[src/rtl/uart_pkg.sv]
// Shared constants, FSM state type and helpers for the UART hex reporter.
package uart_pkg;

  localparam logic [7:0] ASCII_CR    = 8'h0D;
  localparam logic [7:0] ASCII_LF    = 8'h0A;
  localparam logic [7:0] ASCII_0     = 8'h30;
  localparam logic [7:0] ASCII_A_M10 = 8'h37;

  typedef enum logic [1:0] {IDLE, START, DATA, STOP} state_t;

  function automatic int unsigned bit_cyc(input int unsigned clk_hz, input int unsigned baud);
    return clk_hz / baud;
  endfunction

  // 0..9 -> '0'..'9', 10..15 -> 'A'..'F'
  function automatic logic [7:0] hex_ascii(input logic [3:0] v);
    return (v < 4'd10) ? ASCII_0 + {4'd0, v} : ASCII_A_M10 + {4'd0, v};
  endfunction

endpackage

[src/rtl/uart_tx_byte.sv]
// 8N1 byte serializer with a valid/ready input; ready also rises in the last
// stop-bit cycle so back-to-back bytes leave with no idle gap.
module uart_tx_byte
  import uart_pkg::*;
#(
  parameter int unsigned BIT_CYC = 434
) (
  input  logic       clk,
  input  logic       rst,
  input  logic [7:0] in_byte,
  input  logic       in_valid,
  output logic       in_ready,
  output logic       txd
);

  localparam int unsigned CNT_W = (BIT_CYC > 1) ? $clog2(BIT_CYC) : 1;
  localparam logic [CNT_W-1:0] CNT_LAST = CNT_W'(BIT_CYC - 1);

  state_t           state_q, state_d;
  logic [CNT_W-1:0] cnt_q, cnt_d;
  logic [2:0]       bit_q, bit_d;
  logic [7:0]       shreg_q, shreg_d;
  logic             txd_q, txd_d;
  logic             bit_end;

  always_comb begin
    // NOTE: every _d gets its hold value first, so no path through the case leaves one unassigned (no latch).
    state_d  = state_q;
    cnt_d    = cnt_q;
    bit_d    = bit_q;
    shreg_d  = shreg_q;
    txd_d    = txd_q;
    in_ready = 1'b0;
    bit_end  = (cnt_q == CNT_LAST);

    if (state_q != IDLE) cnt_d = bit_end ? '0 : cnt_q + CNT_W'(1);

    unique case (state_q)
      IDLE: begin
        in_ready = 1'b1;
        cnt_d    = '0;
        if (in_valid) begin
          state_d = START;
          txd_d   = 1'b0;
          shreg_d = in_byte;
        end
      end
      START: begin
        if (bit_end) begin
          state_d = DATA;
          bit_d   = '0;
          txd_d   = shreg_q[0];
          shreg_d = {1'b0, shreg_q[7:1]};
        end
      end
      DATA: begin
        if (bit_end) begin
          if (bit_q == 3'd7) begin
            state_d = STOP;
            txd_d   = 1'b1;
          end else begin
            bit_d   = bit_q + 3'd1;
            txd_d   = shreg_q[0];
            shreg_d = {1'b0, shreg_q[7:1]};
          end
        end
      end
      STOP: begin
        if (bit_end) begin
          // Accepting here starts the next start bit on the very next cycle.
          in_ready = 1'b1;
          if (in_valid) begin
            state_d = START;
            txd_d   = 1'b0;
            shreg_d = in_byte;
          end else begin
            state_d = IDLE;
          end
        end
      end
      default: state_d = IDLE;
    endcase
  end

  always_ff @(posedge clk) begin
    // NOTE: state flops use non-blocking assignment so every flop samples pre-edge values.
    if (rst) begin
      state_q <= IDLE;
      cnt_q   <= '0;
      bit_q   <= '0;
      txd_q   <= 1'b1;
    end else begin
      state_q <= state_d;
      cnt_q   <= cnt_d;
      bit_q   <= bit_d;
      txd_q   <= txd_d;
    end
    // NOTE: the shift register is pure datapath, always loaded before use, so it is deliberately not reset.
    shreg_q <= shreg_d;
  end

  assign txd = txd_q;

endmodule

[src/rtl/uart_hex_tx.sv]
// Reports each 4-bit value update as an ASCII hex character (plus optional
// CR LF) on UART_TXD, with a one-deep pending buffer for updates while busy.
module uart_hex_tx
  import uart_pkg::*;
#(
  parameter int unsigned CLK_HZ    = 50_000_000,
  parameter int unsigned BAUD      = 115_200,
  parameter bit          SEND_CRLF = 1'b1
) (
  input  logic       FPGA_CLK,
  input  logic       RESET,
  input  logic [3:0] data,
  input  logic       data_valid,
  output logic       busy,
  output logic       dropped,
  output logic       UART_TXD
);

  localparam int unsigned BIT_CYC = bit_cyc(CLK_HZ, BAUD);

  logic       active_q, active_d;
  logic       more_q, more_d;
  logic [1:0] idx_q, idx_d;
  logic       pend_q, pend_d;
  logic [3:0] pend_data_q, pend_data_d;
  logic       dropped_q, dropped_d;

  logic       tx_valid, tx_ready;
  logic [7:0] tx_byte;
  logic [3:0] next_val;

  always_comb begin
    active_d    = active_q;
    more_d      = more_q;
    idx_d       = idx_q;
    pend_d      = pend_q;
    pend_data_d = pend_data_q;
    dropped_d   = data_valid & active_q & pend_q;
    tx_valid    = 1'b0;
    tx_byte     = (idx_q == 2'd1) ? ASCII_CR : ASCII_LF;
    next_val    = data_valid ? data : pend_data_q;

    if (data_valid && active_q) begin
      pend_d      = 1'b1;
      pend_data_d = data;
    end

    // A message starts either from idle or in the last stop cycle of the
    // previous message; the serializer is ready in both, so byte 0 is taken at once.
    if (!active_q || (!more_q && tx_ready)) begin
      if (data_valid || pend_q) begin
        tx_valid = 1'b1;
        tx_byte  = hex_ascii(next_val);
        active_d = 1'b1;
        more_d   = SEND_CRLF;
        idx_d    = 2'd1;
        pend_d   = 1'b0;
      end else begin
        active_d = 1'b0;
      end
    end else if (more_q) begin
      tx_valid = 1'b1;
      if (tx_ready) begin
        idx_d  = idx_q + 2'd1;
        more_d = (idx_q == 2'd1);
      end
    end
  end

  always_ff @(posedge FPGA_CLK) begin
    if (RESET) begin
      active_q    <= 1'b0;
      more_q      <= 1'b0;
      idx_q       <= '0;
      pend_q      <= 1'b0;
      pend_data_q <= '0;
      dropped_q   <= 1'b0;
    end else begin
      active_q    <= active_d;
      more_q      <= more_d;
      idx_q       <= idx_d;
      pend_q      <= pend_d;
      pend_data_q <= pend_data_d;
      dropped_q   <= dropped_d;
    end
  end

  uart_tx_byte #(
    .BIT_CYC (BIT_CYC)
  ) u_tx (
    .clk      (FPGA_CLK),
    .rst      (RESET),
    .in_byte  (tx_byte),
    .in_valid (tx_valid),
    .in_ready (tx_ready),
    .txd      (UART_TXD)
  );

  assign busy    = active_q;
  assign dropped = dropped_q;

endmodule

[config.mk]
export PLATFORM = sky130hd
export DESIGN_NAME = uart_hex_tx
export DESIGN_NICKNAME = d
export VERILOG_FILES = /design/src/rtl/uart_pkg.sv /design/src/rtl/uart_tx_byte.sv /design/src/rtl/uart_hex_tx.sv
export SDC_FILE = /design/constraint.sdc
export NUM_CORES = 1
export LEC_CHECK = 0
export CORE_MARGIN = 2
export CORE_UTILIZATION = 43
export CTS_CLUSTER_DIAMETER = 50
export DETAILED_ROUTE_END_ITERATION = 16
export PLACE_DENSITY = 0.72
export SLEW_MARGIN = 20
export SYNTH_ARGS = -nofsm -noshare
export SYNTH_HDL_FRONTEND = slang
export SYNTH_SLANG_ARGS = --single-unit
[constraint.sdc]
create_clock -name FPGA_CLK -period 2.5 [get_ports FPGA_CLK]
set_input_delay 0.375 -clock FPGA_CLK [delete_from_list [all_inputs] [get_ports FPGA_CLK]]
set_output_delay 0.375 -clock FPGA_CLK [all_outputs]
set_load 0.01 [all_outputs]
==> metrics.md <==
| Metric | Value |
|---|---|
| Die X-Extent | `69.49 um` |
| Core area | `~4000 um2` |
| # nets final | `232` |
| Post-synth net total | `roughly 220` |
| GRT Overall Usage | `between 10% and 20%` |
| Synth async-reset ratio | `0%` |
| CP Launch Type | `flip-flop` |
| Seq/Total Area, Yosys | `40.16%` |
| Setup bufs post-CTS | `0` |
| Register-to-Register Path Depth | `8` |
| Design area | `2091 um2` |
| Clk_skew | `2.477 ps` |
| Final setup margin | `311.1 ps` |
| Post-route ant nets | `0` |
| Min Tclk post-route | `2189 ps` |
| Placer Congestion | `0.7805` |
| Max stage delay on crit path | `roughly 400 ps` |
| Vias | `1,438` |
| Effective utilization at floorplan | `45.45%` |
| Total negative slack | `0 ps` |
| Yosys Warn Count | `0` |
| End of the worst hold path | `pend_data_q[0]$_SDFFE_PP0P_` |
| Status | `completed` |
| Clock Sinks | `33` |
| Largest net degree at the start of global routing | `20` |
| Cell Chain, Critical Path | `inv_1 -> ha_1 -> buf_4 -> nor2_1 -> nand4_1 -> a31o_2 -> a32oi_1 -> o31ai_1` |
| Max Fclk | `roughly 0.46 GHz` |
| Max Transition Viols Final | `0` |
| Worst min path class | `flip-flop to flip-flop` |
| Clock Tree Root | `clkbuf_8` |
| Fin. Hold Viols | `0` |
| Pre-antenna DRT Iters | `4` |
| ANT cells | `0` |
| # fillers | `about 370` |
| Floorplan row count | `23` |
| Seq cells post-synth | `33` |
| Part of the cycle the worst path needs | `roughly 88%` |
| Vias per std cell | `about 5.4` |
| Yosys cell types | `47` |
| Pwr Total | `2.026 mW` |
| Yosys top cell area share | `27.14%` |
| Area leader, netlist | `dfxtp_1` |
| IO Count | `10` |
| Final number of setup-violating endpoints | `0` |
| Synthesized instance count | `202` |
| Pre-CTS WS | `55.91 ps` |
| Crit. End Element | `flip-flop` |
| RSZ-0062 raised after global routing | `no` |
| DP Cell Count | `258` |
| Hold Path Depth | `2` |
| Worst R2R Start | `u_tx.state_q[0]$_SDFFE_PP0P_` |
| Area after DPL | `2008 um2` |
| Synth top area cells | `dfxtp_1, edfxtp_1, ha_1, nand2_1, a21oi_1` |
| Syn avg cell area | `just over 9 um2` |
| Fraction of layout cells with a size suffix above 1 | `between 10% and 20%` |
| Die area | `4829 um2` |
| CTS HTree Levels | `2` |
| Top cells by count, synth | `dfxtp_1, nand2_1, nor2_1` |
| Antenna violations before repair | `0` |
| Minimum hold slack | `454.4 ps` |
| CTS-repair resized insts | `0` |
| Most numerous cell in the Yosys netlist | `dfxtp_1` |
| Initial DRC Count | `48` |
| Cell area after synthesis | `between 1500 and 2000 um2` |
| Max Cap Viol | `0` |
| TritonCTS clock tree | `built` |
| CP max stage cell | `ha_1` |
| CP max FO | `7` |
| Worst Hold Launch | `pend_data_q[0]$_SDFFE_PP0P_` |
| Finished Layout Cells | `266` |
| Leakage | `~0.75 nW` |
| Final wirelength | `3490 um` |
| Actual slew at the worst max-slew pin | `472.5 ps` |
| Most common flop cell mapped by yosys | `dfxtp_1` |
| Pwr dens | `968.8 nW/um2` |
| Worst skew pair latency | `280 ps` |
| Final HPWL from detailed placement | `2514 um` |
| First-pass GRT wire length | `6168 um` |
| Port bufs | `9` |
| FF-to-FF setup slack | `roughly 310 ps` |
| Grt ovf | `0` |
| Synthesis-to-layout area growth | `13.37%` |
| Crit path DAT | `2220 ps` |
| # DRC | `0` |
| Setup CP Type | `flip-flop to flip-flop` |
| CTS Buf Count | `5` |
| Clk buf depth | `2` |
| Hold buffer count at cts | `0` |
| Slew headroom | `68.17%` |
| Die Ht | `69.49 um` |
| Clock slew at reported path FFs | `70 ps` |
| Routed WL per cell | `between 10 and 15 um` |
| Vias in the first global route | `1,341` |
| Fin util | `between 50% and 60%` |
| Req. time, crit path | `2540 ps` |
| Max IR drop VDD | `approximately 0.45 mV` |
| R2R Path End | `u_tx.shreg_q[1]$_DFFE_PP_` |
| EDFF count, synth | `8` |
## flip-flops by register name (all words and copies together) (netlist names)
signal and flops:
busy 1, dropped 1, idx_q 2, more_q 1, pend_data_q 4, pend_q 1, u_tx.bit_q 3, u_tx.cnt_q 9
u_tx.shreg_q 8, u_tx.state_q 2, u_tx.txd 1
## where the power goes
group	internal (mW)	total (mW)	switching, mW
clock network	0.193	0.389	0.196
registers	0.720	0.800	0.0799
logic	0.359	0.836	0.477
total	1.27	2.03	0.753
## layer usage
layer  part of all wire, %  routed length [um]  global-route usage (%)  up-vias
li1                      -                   -                       -      753
met3                   3.1                 109                   4.360        8
met2                    44                1522                   22.22       25
met1                    51                1776                   22.05      652
met5                     0                   0                       0        -
met4                   2.3                  82                   8.061        0
## worst max-delay path, delay by kind of cell (launching register included)
kind            cells  cell delay (ps)
simple gates        2              280
fa+ha+maj           1              400
buf+inv             2              290
flops               1              360
compound gates      3              600
## cell families after synthesis
family,count (synthesis),share of synthesized area [%]
DFF,33,40.16
buffers and inverters,18,3.867
AOI/OAI and AO/OA,45,17.10
and+or+nand+nor,80,23.75
xor gates and xnor gates,7,3.324
muxes,9,5.020
adders and majority gates,10,6.784
## cells in the final DEF, fill, tap and decap left out, types with 3 or more instances in the layout
| cell type | count |
|---|---|
| nand2b_1 | 3 |
| nor3b_1 | 6 |
| dfxtp_1 | 25 |
| ha_1 | 10 |
| edfxtp_1 | 8 |
| xnor2_1 | 5 |
| clkdlybuf4s50_1 | 9 |
| o21ai_0 | 8 |
| or3_1 | 3 |
| o31ai_1 | 5 |
| clkbuf_8 | 5 |
| nand2_1 | 20 |
| a21oi_1 | 14 |
| nor2_1 | 18 |
| inv_1 | 8 |
| nand4_1 | 3 |
| nor3_1 | 6 |
| buf_4 | 7 |
| and2_1 | 3 |
| mux2i_1 | 7 |
| nand3_1 | 8 |
## final cells by class
cell class	count	area (um2)	share of cell area [%]
clock inverter	2	10.01	0.4788
timing repair buffer	16	142.6	6.822
sequential	33	740.7	35.43
inverter	8	30.03	1.436
tap	50	62.56	2.992
multi-input combinational	151	1032	49.37
clock buffer	6	72.57	3.471
## worst max-delay path by stage
stage | slack [ps] | start | end
6_report | 310 | u_tx.state_q[0]$_SDFFE_PP0P_ | u_tx.shreg_q[1]$_DFFE_PP_
5_1_grt | 150 | data_valid | u_tx.shreg_q[2]$_DFFE_PP_
4_1_cts | 320 | u_tx.state_q[0]$_SDFFE_PP0P_ | u_tx.shreg_q[1]$_DFFE_PP_
3_5_place_dp | 60 | data_valid | u_tx.shreg_q[2]$_DFFE_PP_
3_3_place_gp | 110 | data_valid | u_tx.shreg_q[2]$_DFFE_PP_
2_1_floorplan | 500 | u_tx.state_q[1]$_SDFFE_PP0P_ | u_tx.shreg_q[0]$_DFFE_PP_
(Power assumes the default switching activity.)
